File: config.mk
export PLATFORM = sky130hd
export DESIGN_NAME = cdb_arbiter_flat
export DESIGN_NICKNAME = d
export VERILOG_FILES = /design/src/rtl/cdb_arbiter_if.sv /design/src/rtl/cdb_arbiter.sv /design/src/flat_wrapper.sv
export SDC_FILE = /design/constraint.sdc
export NUM_CORES = 1
export LEC_CHECK = 0
export ABC_CLOCK_PERIOD_IN_PS = 8400
export CAP_MARGIN = 20
export CORE_MARGIN = 2
export CORE_UTILIZATION = 40
export DETAILED_ROUTE_END_ITERATION = 10
export HOLD_SLACK_MARGIN = 0.15
export SLEW_MARGIN = 10
export SYNTH_ARGS = -nofsm -noshare
export SYNTH_HDL_FRONTEND = slang
export SYNTH_SLANG_ARGS = --single-unit
export TNS_END_PERCENT = 5
File: constraint.sdc
create_clock -name i_clock -period 8.4 [get_ports i_clock]
set_clock_uncertainty 0.05 [all_clocks]
set_input_delay 2.1 -clock i_clock [delete_from_list [all_inputs] [get_ports i_clock]]
set_output_delay 2.1 -clock i_clock [all_outputs]
set_load 0.05 [all_outputs]
File: src/rtl/cdb_arbiter_if.sv
// Completion-stage bus: FU result handover plus registered CDB broadcast.
// master = FU/consumer side, slave = arbiter.
interface cdb_arbiter_if #(
  parameter int NUM_FU = 4,
  parameter int CDB_W  = 2,
  parameter int XLEN   = 32,
  parameter int TAG_W  = 5
);
  logic [NUM_FU-1:0]       fu_valid;
  logic [NUM_FU*TAG_W-1:0] fu_tag;
  logic [NUM_FU*XLEN-1:0]  fu_value;
  logic [NUM_FU-1:0]       fu_take_branch;
  logic [NUM_FU-1:0]       fu_ready;
  logic [CDB_W-1:0]        cdb_valid;
  logic [CDB_W*TAG_W-1:0]  cdb_tag;
  logic [CDB_W*XLEN-1:0]   cdb_value;
  logic [CDB_W-1:0]        cdb_take_branch;

  modport master (
    output fu_valid, fu_tag, fu_value, fu_take_branch,
    input  fu_ready, cdb_valid, cdb_tag, cdb_value,
    input  cdb_take_branch
  );

  modport slave (
    input  fu_valid, fu_tag, fu_value, fu_take_branch,
    output fu_ready, cdb_valid, cdb_tag, cdb_value,
    output cdb_take_branch
  );
endinterface

File: src/rtl/cdb_arbiter.sv
// Per-FU holding slots with round-robin selection onto a registered CDB.
// Define CDB_ARB_BYPASS_EN to let incoming transfers compete in the same cycle.
module cdb_arbiter #(
  parameter int NUM_FU = 4,
  parameter int CDB_W  = 2,
  parameter int XLEN   = 32,
  parameter int TAG_W  = 5
) (
  input logic          i_clock,
  input logic          i_reset,
  input logic          i_squash,
  cdb_arbiter_if.slave bus
);
  localparam int PW = (NUM_FU > 1) ? $clog2(NUM_FU) : 1;
  localparam int CW = $clog2(CDB_W + 1);
  localparam logic [PW:0]   NFU   = (PW+1)'(NUM_FU);
  localparam logic [CW-1:0] LANES = CW'(CDB_W);

  logic [NUM_FU-1:0]      r_slot_vld;
  logic [NUM_FU-1:0]      r_slot_br;
  logic [TAG_W-1:0]       r_slot_tag [NUM_FU];
  logic [XLEN-1:0]        r_slot_val [NUM_FU];
  logic [PW-1:0]          r_rr_ptr;
  logic [CDB_W-1:0]       r_cdb_vld;
  logic [CDB_W-1:0]       r_cdb_br;
  logic [CDB_W*TAG_W-1:0] r_cdb_tag;
  logic [CDB_W*XLEN-1:0]  r_cdb_val;

  logic [TAG_W-1:0]  w_in_tag [NUM_FU];
  logic [XLEN-1:0]   w_in_val [NUM_FU];
  logic [NUM_FU-1:0] w_cand;
  logic [NUM_FU-1:0] w_grant;
  logic [NUM_FU-1:0] w_cap;
  logic [PW-1:0]     w_lane_idx [CDB_W];
  logic [CDB_W-1:0]  w_lane_vld;
  logic [PW-1:0]     w_last;
  logic [PW-1:0]     w_rr_nxt;

  function automatic logic [PW-1:0] wrap(input logic [PW:0] s);
    logic [PW:0] t;
    t = (s >= NFU) ? s - NFU : s;
    return t[PW-1:0];
  endfunction

  always_comb begin : unpack
    for (int i = 0; i < NUM_FU; i++) begin
      w_in_tag[i] = bus.fu_tag[i*TAG_W +: TAG_W];
      w_in_val[i] = bus.fu_value[i*XLEN +: XLEN];
    end
  end

`ifdef CDB_ARB_BYPASS_EN
  assign w_cand = r_slot_vld | (bus.fu_valid & ~r_slot_vld);
`else
  assign w_cand = r_slot_vld;
`endif

  always_comb begin : arb
    logic [CW-1:0] cnt;
    logic [PW-1:0] idx;
    cnt        = '0;
    idx        = '0;
    w_grant    = '0;
    w_lane_vld = '0;
    w_last     = '0;
    for (int k = 0; k < CDB_W; k++) w_lane_idx[k] = '0;
    for (int o = 0; o < NUM_FU; o++) begin
      idx = wrap({1'b0, r_rr_ptr} + (PW+1)'(o));
      if (w_cand[idx] && cnt < LANES) begin
        for (int k = 0; k < CDB_W; k++) begin
          if (cnt == CW'(k)) begin
            w_lane_idx[k] = idx;
            w_lane_vld[k] = 1'b1;
          end
        end
        w_grant[idx] = 1'b1;
        w_last       = idx;
        cnt          = cnt + CW'(1);
      end
    end
  end

  assign w_rr_nxt = wrap({1'b0, w_last} + (PW+1)'(1));
  // a bypass-granted transfer goes straight to the CDB, never into the slot
  assign w_cap    = bus.fu_valid & ~r_slot_vld & ~w_grant;

  assign bus.fu_ready        = ~r_slot_vld;
  assign bus.cdb_valid       = r_cdb_vld;
  assign bus.cdb_tag         = r_cdb_tag;
  assign bus.cdb_value       = r_cdb_val;
  assign bus.cdb_take_branch = r_cdb_br;

  always_ff @(posedge i_clock) begin
    if (i_reset || i_squash) begin
      r_slot_vld <= '0;
      r_rr_ptr   <= '0;
      r_cdb_vld  <= '0;
      r_cdb_br   <= '0;
      r_cdb_tag  <= '0;
      r_cdb_val  <= '0;
    end else begin
      for (int i = 0; i < NUM_FU; i++) begin
        if (w_grant[i]) begin
          r_slot_vld[i] <= 1'b0;
        end else if (w_cap[i]) begin
          r_slot_vld[i] <= 1'b1;
          r_slot_tag[i] <= w_in_tag[i];
          r_slot_val[i] <= w_in_val[i];
          r_slot_br[i]  <= bus.fu_take_branch[i];
        end
      end
      if (|w_grant) r_rr_ptr <= w_rr_nxt;
      for (int k = 0; k < CDB_W; k++) begin
        r_cdb_vld[k] <= w_lane_vld[k];
        if (r_slot_vld[w_lane_idx[k]]) begin
          r_cdb_tag[k*TAG_W +: TAG_W] <= r_slot_tag[w_lane_idx[k]];
          r_cdb_val[k*XLEN +: XLEN]   <= r_slot_val[w_lane_idx[k]];
          r_cdb_br[k]                 <= r_slot_br[w_lane_idx[k]];
        end else begin
          r_cdb_tag[k*TAG_W +: TAG_W] <= w_in_tag[w_lane_idx[k]];
          r_cdb_val[k*XLEN +: XLEN]   <= w_in_val[w_lane_idx[k]];
          r_cdb_br[k]                 <= bus.fu_take_branch[w_lane_idx[k]];
        end
      end
    end
  end
endmodule

File: src/flat_wrapper.sv
// flat-port wrapper written by rule: the top's interface ports become plain ports
module cdb_arbiter_flat 
#(
  parameter int NUM_FU = 4,
  parameter int CDB_W  = 2,
  parameter int XLEN   = 32,
  parameter int TAG_W  = 5
)
  (i_clock, i_reset, i_squash, bus_fu_valid, bus_fu_tag, bus_fu_value, bus_fu_take_branch, bus_fu_ready, bus_cdb_valid, bus_cdb_tag, bus_cdb_value, bus_cdb_take_branch);
  cdb_arbiter_if #(.NUM_FU(NUM_FU), .CDB_W(CDB_W), .XLEN(XLEN), .TAG_W(TAG_W)) bus_i ();
  input logic i_clock;
  input logic i_reset;
  input logic i_squash;
  input wire logic [$bits(bus_i.fu_valid)-1:0] bus_fu_valid;
  input wire logic [$bits(bus_i.fu_tag)-1:0] bus_fu_tag;
  input wire logic [$bits(bus_i.fu_value)-1:0] bus_fu_value;
  input wire logic [$bits(bus_i.fu_take_branch)-1:0] bus_fu_take_branch;
  output wire logic [$bits(bus_i.fu_ready)-1:0] bus_fu_ready;
  output wire logic [$bits(bus_i.cdb_valid)-1:0] bus_cdb_valid;
  output wire logic [$bits(bus_i.cdb_tag)-1:0] bus_cdb_tag;
  output wire logic [$bits(bus_i.cdb_value)-1:0] bus_cdb_value;
  output wire logic [$bits(bus_i.cdb_take_branch)-1:0] bus_cdb_take_branch;
  assign bus_i.fu_valid = bus_fu_valid;
  assign bus_i.fu_tag = bus_fu_tag;
  assign bus_i.fu_value = bus_fu_value;
  assign bus_i.fu_take_branch = bus_fu_take_branch;
  assign bus_fu_ready = bus_i.fu_ready;
  assign bus_cdb_valid = bus_i.cdb_valid;
  assign bus_cdb_tag = bus_i.cdb_tag;
  assign bus_cdb_value = bus_i.cdb_value;
  assign bus_cdb_take_branch = bus_i.cdb_take_branch;
  cdb_arbiter #(.NUM_FU(NUM_FU), .CDB_W(CDB_W), .XLEN(XLEN), .TAG_W(TAG_W)) u_core (.i_clock(i_clock), .i_reset(i_reset), .i_squash(i_squash), .bus(bus_i));
endmodule
==> impl_summary.log <==
[metrics] half-perimeter wire length after detailed placement: around 27000 µm
[metrics] path type of the worst setup path: flop to flop
[metrics] Initial Util: 40.46%
[metrics] setup slack after layout: ~2.2 ns
[metrics] total gr overflow: 0
[metrics] share of final-layout standard cells stronger than drive strength 1: about an eighth
[metrics] Arrival @ worst endpoint: ~6.5 ns
[metrics] top sig layer: met4
[metrics] number of top-level pins: 241
[metrics] Hold Vio Cnt, Final: 0
[metrics] CTS Sinks: about 240
[metrics] met3 WL post-DR: approximately 3700 µm
[metrics] kind of end point of the critical path: flop
[metrics] clock insertion delay at the later pin of the skew report: approximately 0.54 ns
[metrics] largest net degree at the start of global routing: roughly 150
[metrics] met2 wirelength from detailed routing: around 21000 µm
[metrics] final standard cell utilization of the core: between 50 and 60%
[metrics] Reg area: approximately 0.0062 mm²
[metrics] DR iter-0 viols: ~1100
[metrics] RSZ-0062 raised after global routing: no
[metrics] number of enable flip-flop cells after synthesis: ~150
[metrics] fin cells: ~1900
[metrics] Vias: roughly 12000
[metrics] clock tree from TritonCTS: done
[metrics] Area growth, synth to finish: 25.85%
[metrics] main flop type after synthesis: sky130_fd_sc_hd__edfxtp_1
[metrics] largest cells by area after synthesis: sky130_fd_sc_hd__edfxtp_1 (34%), sky130_fd_sc_hd__dfxtp_1 (12%), sky130_fd_sc_hd__mux2i_1 (8.9%)
[metrics] placed standard-cell area: between 0.015 and 0.02 mm²
[metrics] post-detailed-routing wire length: 45350 µm
[metrics] synthesized instance count: about 1300
[metrics] Initial DRT Pass Iterations: 5
[metrics] post-route met1 wirelength: roughly 19000 µm
[metrics] post-detailed-route DRC marker count: 0
[metrics] RD Place Congestion: 0.8921
[metrics] Die Outline Area: approximately 0.035 mm²
[metrics] sequential-to-total area share from yosys stat: between 40% and 50%
[metrics] Post-CTS Resized: 0
[metrics] most area-hungry cell type in the Yosys netlist: sky130_fd_sc_hd__edfxtp_1
[metrics] Async SR Flop Fraction: 0%
[metrics] buffer depth of the longest clock path: 3
[metrics] Pleak: around 0.0062 µW
[metrics] Mapped Avg Cell Area: roughly 10 µm²
[metrics] Die Width: 187.9 µm
[metrics] core region area: ~0.033 mm²
[metrics] Pwr Density: between 300 and 400 mW/mm²
[metrics] WL/cell: between 20 and 25 µm
[metrics] worst slew pin tran: 1.232 ns
[metrics] CTS clock-pin slew for the worst setup and hold paths: about 0.060 ns
[metrics] Max-Cap Viols: 0
[metrics] Row Count: 67
[metrics] GRT Total Usage: approximately a quarter
[metrics] run status: complete, no violations
[metrics] Tmin final: 6.197 ns
[metrics] warning count from the yosys run: 0
[metrics] post-route design area: roughly 0.017 mm²
[metrics] Worst Setup Start Kind: flop
[metrics] number of global-route vias before repair: roughly 12000
[metrics] maximum vdd drop: 0.4623 mV
[metrics] Worst Hold Class: flop to flop
[metrics] critical path fanouts, max: 50
[metrics] area used by multi-input combinational logic: between 0.006 and 0.007 mm²
[metrics] Hold-fix buffers, CTS: 0
[metrics] CTS buffer count: 28
[metrics] worst slew margin relative to its limit: between 10% and 20%
[metrics] setup fix buffers added after clock tree synthesis: 0
[metrics] Cell Area, Synth: roughly 0.014 mm²
[metrics] DP Cell Count: 1886
[metrics] Fmax: ~160 MHz
[metrics] filler cell count in the final layout: approximately 3000
[metrics] total negative slack for setup checks: 0 ns
[metrics] number of buffer cells added on primary ports: 240
[metrics] number of nets still failing antenna checks after routing: 0
[metrics] vias per inst: between 6 and 7
[metrics] Max Slew Vio Count: 0
[metrics] Clock Tree Root: sky130_fd_sc_hd__clkbuf_16
[metrics] antenna violations before repair: 2
[metrics] ratio of final minimum period to clock period: 73.77%
[metrics] worst path required time: 8.73 ns
[metrics] post-place setup slack: between 2 and 2.5 ns
[metrics] number of nets in the finished design: ~1600
[metrics] chip height: roughly 190 µm
[metrics] number of register bits inferred by synthesis: around 240
[metrics] global-route wire length before repair: ~70000 µm
[metrics] top-area cell type share of the netlist area: around a third
[metrics] Synth cell types: 54
[metrics] H-tree Lvls: 1
[metrics] total nets after synthesis: between 1000 and 1500
[metrics] Setup-failing EPs final: 0
==> final cells by class <==
| type | count | area share (%) |
|---|---|---|
| multi-input combinational | 924 | 39.23 |
| sequential | 236 | 36.68 |
| timing repair buffer | 265 | 15.30 |
| clock buffer | 45 | 4.849 |
| tap | 448 | 3.291 |
| clock inverter | 7 | 0.3453 |
| inverter | 13 | 0.2865 |
| antenna | 1 | 0.01469 |
==> through the flow <==
stage	hold slack [ns]	power, µW
5_1_grt	0.6460	5747
3_5_place_dp	0.5740	4282
4_1_cts	0.5920	5462
3_3_place_gp	0.5727	4265
6_report	0.6024	5459
2_1_floorplan	0.5365	3523
==> flip-flops by register name (all words and copies together) (netlist names) <==
register and cells:
u_core.r_slot_tag 20, u_core.r_rr_ptr 2, u_core.bus.cdb_value 64, u_core.bus.cdb_take_branch 2, u_core.r_slot_val 128, u_core.bus.cdb_tag 10, u_core.r_slot_vld 4, u_core.bus.cdb_valid 2
u_core.r_slot_br 4
==> final timing paths <==
path                            cells after the start  slack (ns)                 start                        to
worst min-delay path                                2        0.60  u_core.r_slot_vld[1]      u_core.r_slot_vld[1]
worst max-delay path                               12        2.20    u_core.r_rr_ptr[0]  u_core.bus.cdb_value[25]
worst min register to register                      2        0.60  u_core.r_slot_vld[1]      u_core.r_slot_vld[1]
worst max register to register                     12        2.20    u_core.r_rr_ptr[0]  u_core.bus.cdb_value[25]
==> power by group <==
group / switching [µW] / total (µW) / internal, µW
clock network: 466 / 1160 / 698
logic: 1790 / 2820 / 1040
registers: 76.3 / 1470 / 1390
==> layout by cell type, fill, tap and decap left out, types with 4 or more instances in the layout <==
cell / n
sky130_fd_sc_hd__a211oi_1: 39
sky130_fd_sc_hd__a21oi_1: 81
sky130_fd_sc_hd__a221o_1: 39
sky130_fd_sc_hd__and3_1: 40
sky130_fd_sc_hd__buf_4: 23
sky130_fd_sc_hd__clkbuf_1: 12
sky130_fd_sc_hd__clkbuf_16: 29
sky130_fd_sc_hd__clkbuf_8: 4
sky130_fd_sc_hd__clkdlybuf4s50_1: 240
sky130_fd_sc_hd__clkinv_2: 5
sky130_fd_sc_hd__dfxtp_1: 84
sky130_fd_sc_hd__edfxtp_1: 152
sky130_fd_sc_hd__ha_1: 11
sky130_fd_sc_hd__inv_1: 13
sky130_fd_sc_hd__mux2_2: 80
sky130_fd_sc_hd__mux2i_1: 119
sky130_fd_sc_hd__nand2_1: 89
sky130_fd_sc_hd__nand3_1: 153
sky130_fd_sc_hd__nand4_1: 37
sky130_fd_sc_hd__nor2_1: 13
sky130_fd_sc_hd__nor3b_1: 5
sky130_fd_sc_hd__nor3b_2: 4
sky130_fd_sc_hd__o211ai_1: 58
sky130_fd_sc_hd__o211ai_2: 20
sky130_fd_sc_hd__o21ai_0: 81
sky130_fd_sc_hd__or2_2: 5
==> kinds of logic after synthesis <==
logic type               Yosys count  synth area share [%]
AO/OA/AOI/OAI                    345                 17.75
flip-flops                       236                 46.16
buffers and inverters            153                 5.243
multiplexers                     203                 16.03
adder cells (fa/ha/maj)           11                 1.017
XOR/XNOR                           2                0.1295
AND/OR/NAND/NOR                  363                 13.67
==> metal layers <==
| layer | global-route usage (%) | vias to the layer above |
|---|---|---|
| li1 | - | 5375 |
| met1 | 34.73 | 5802 |
| met2 | 40.70 | 562 |
| met3 | 4.118 | 71 |
| met4 | 7.117 | 0 |
| met5 | 0 | - |
==> worst max-delay path, cell delays in order (launching register included) <==
cell and delay (ns):
sky130_fd_sc_hd__dfxtp_1 0.72, sky130_fd_sc_hd__inv_1 0.32, sky130_fd_sc_hd__ha_1 0.63, sky130_fd_sc_hd__mux4_2 0.49, sky130_fd_sc_hd__ha_1 0.33, sky130_fd_sc_hd__nand2b_1 0.22
sky130_fd_sc_hd__xnor2_1 0.69, sky130_fd_sc_hd__or3_4 0.28, sky130_fd_sc_hd__nand2_4 0.35, sky130_fd_sc_hd__o211ai_4 0.89, sky130_fd_sc_hd__buf_4 0.69, sky130_fd_sc_hd__a221o_1 0.27
sky130_fd_sc_hd__a21oi_1 0.08
==> cell usage after synthesis, types with 3 or more instances <==
cell and n:
sky130_fd_sc_hd__clkbuf_1 81, sky130_fd_sc_hd__ha_1 11, sky130_fd_sc_hd__o21ai_0 81, sky130_fd_sc_hd__a211oi_1 39, sky130_fd_sc_hd__nand3_1 153, sky130_fd_sc_hd__edfxtp_1 152, sky130_fd_sc_hd__mux2_2 80, sky130_fd_sc_hd__buf_2 21
sky130_fd_sc_hd__o211ai_2 23, sky130_fd_sc_hd__buf_4 27, sky130_fd_sc_hd__mux4_2 3, sky130_fd_sc_hd__a221o_1 39, sky130_fd_sc_hd__a22oi_1 3, sky130_fd_sc_hd__and3_1 40, sky130_fd_sc_hd__mux2i_1 120, sky130_fd_sc_hd__o211ai_1 58
sky130_fd_sc_hd__nand4_1 37, sky130_fd_sc_hd__a21oi_1 82, sky130_fd_sc_hd__or2_2 6, sky130_fd_sc_hd__nor2b_1 3, sky130_fd_sc_hd__nand2_1 89, sky130_fd_sc_hd__nor2_1 13, sky130_fd_sc_hd__inv_1 13, sky130_fd_sc_hd__buf_1 10
sky130_fd_sc_hd__nor3b_1 9, sky130_fd_sc_hd__dfxtp_1 84
Power figures use the tool's default switching activity.
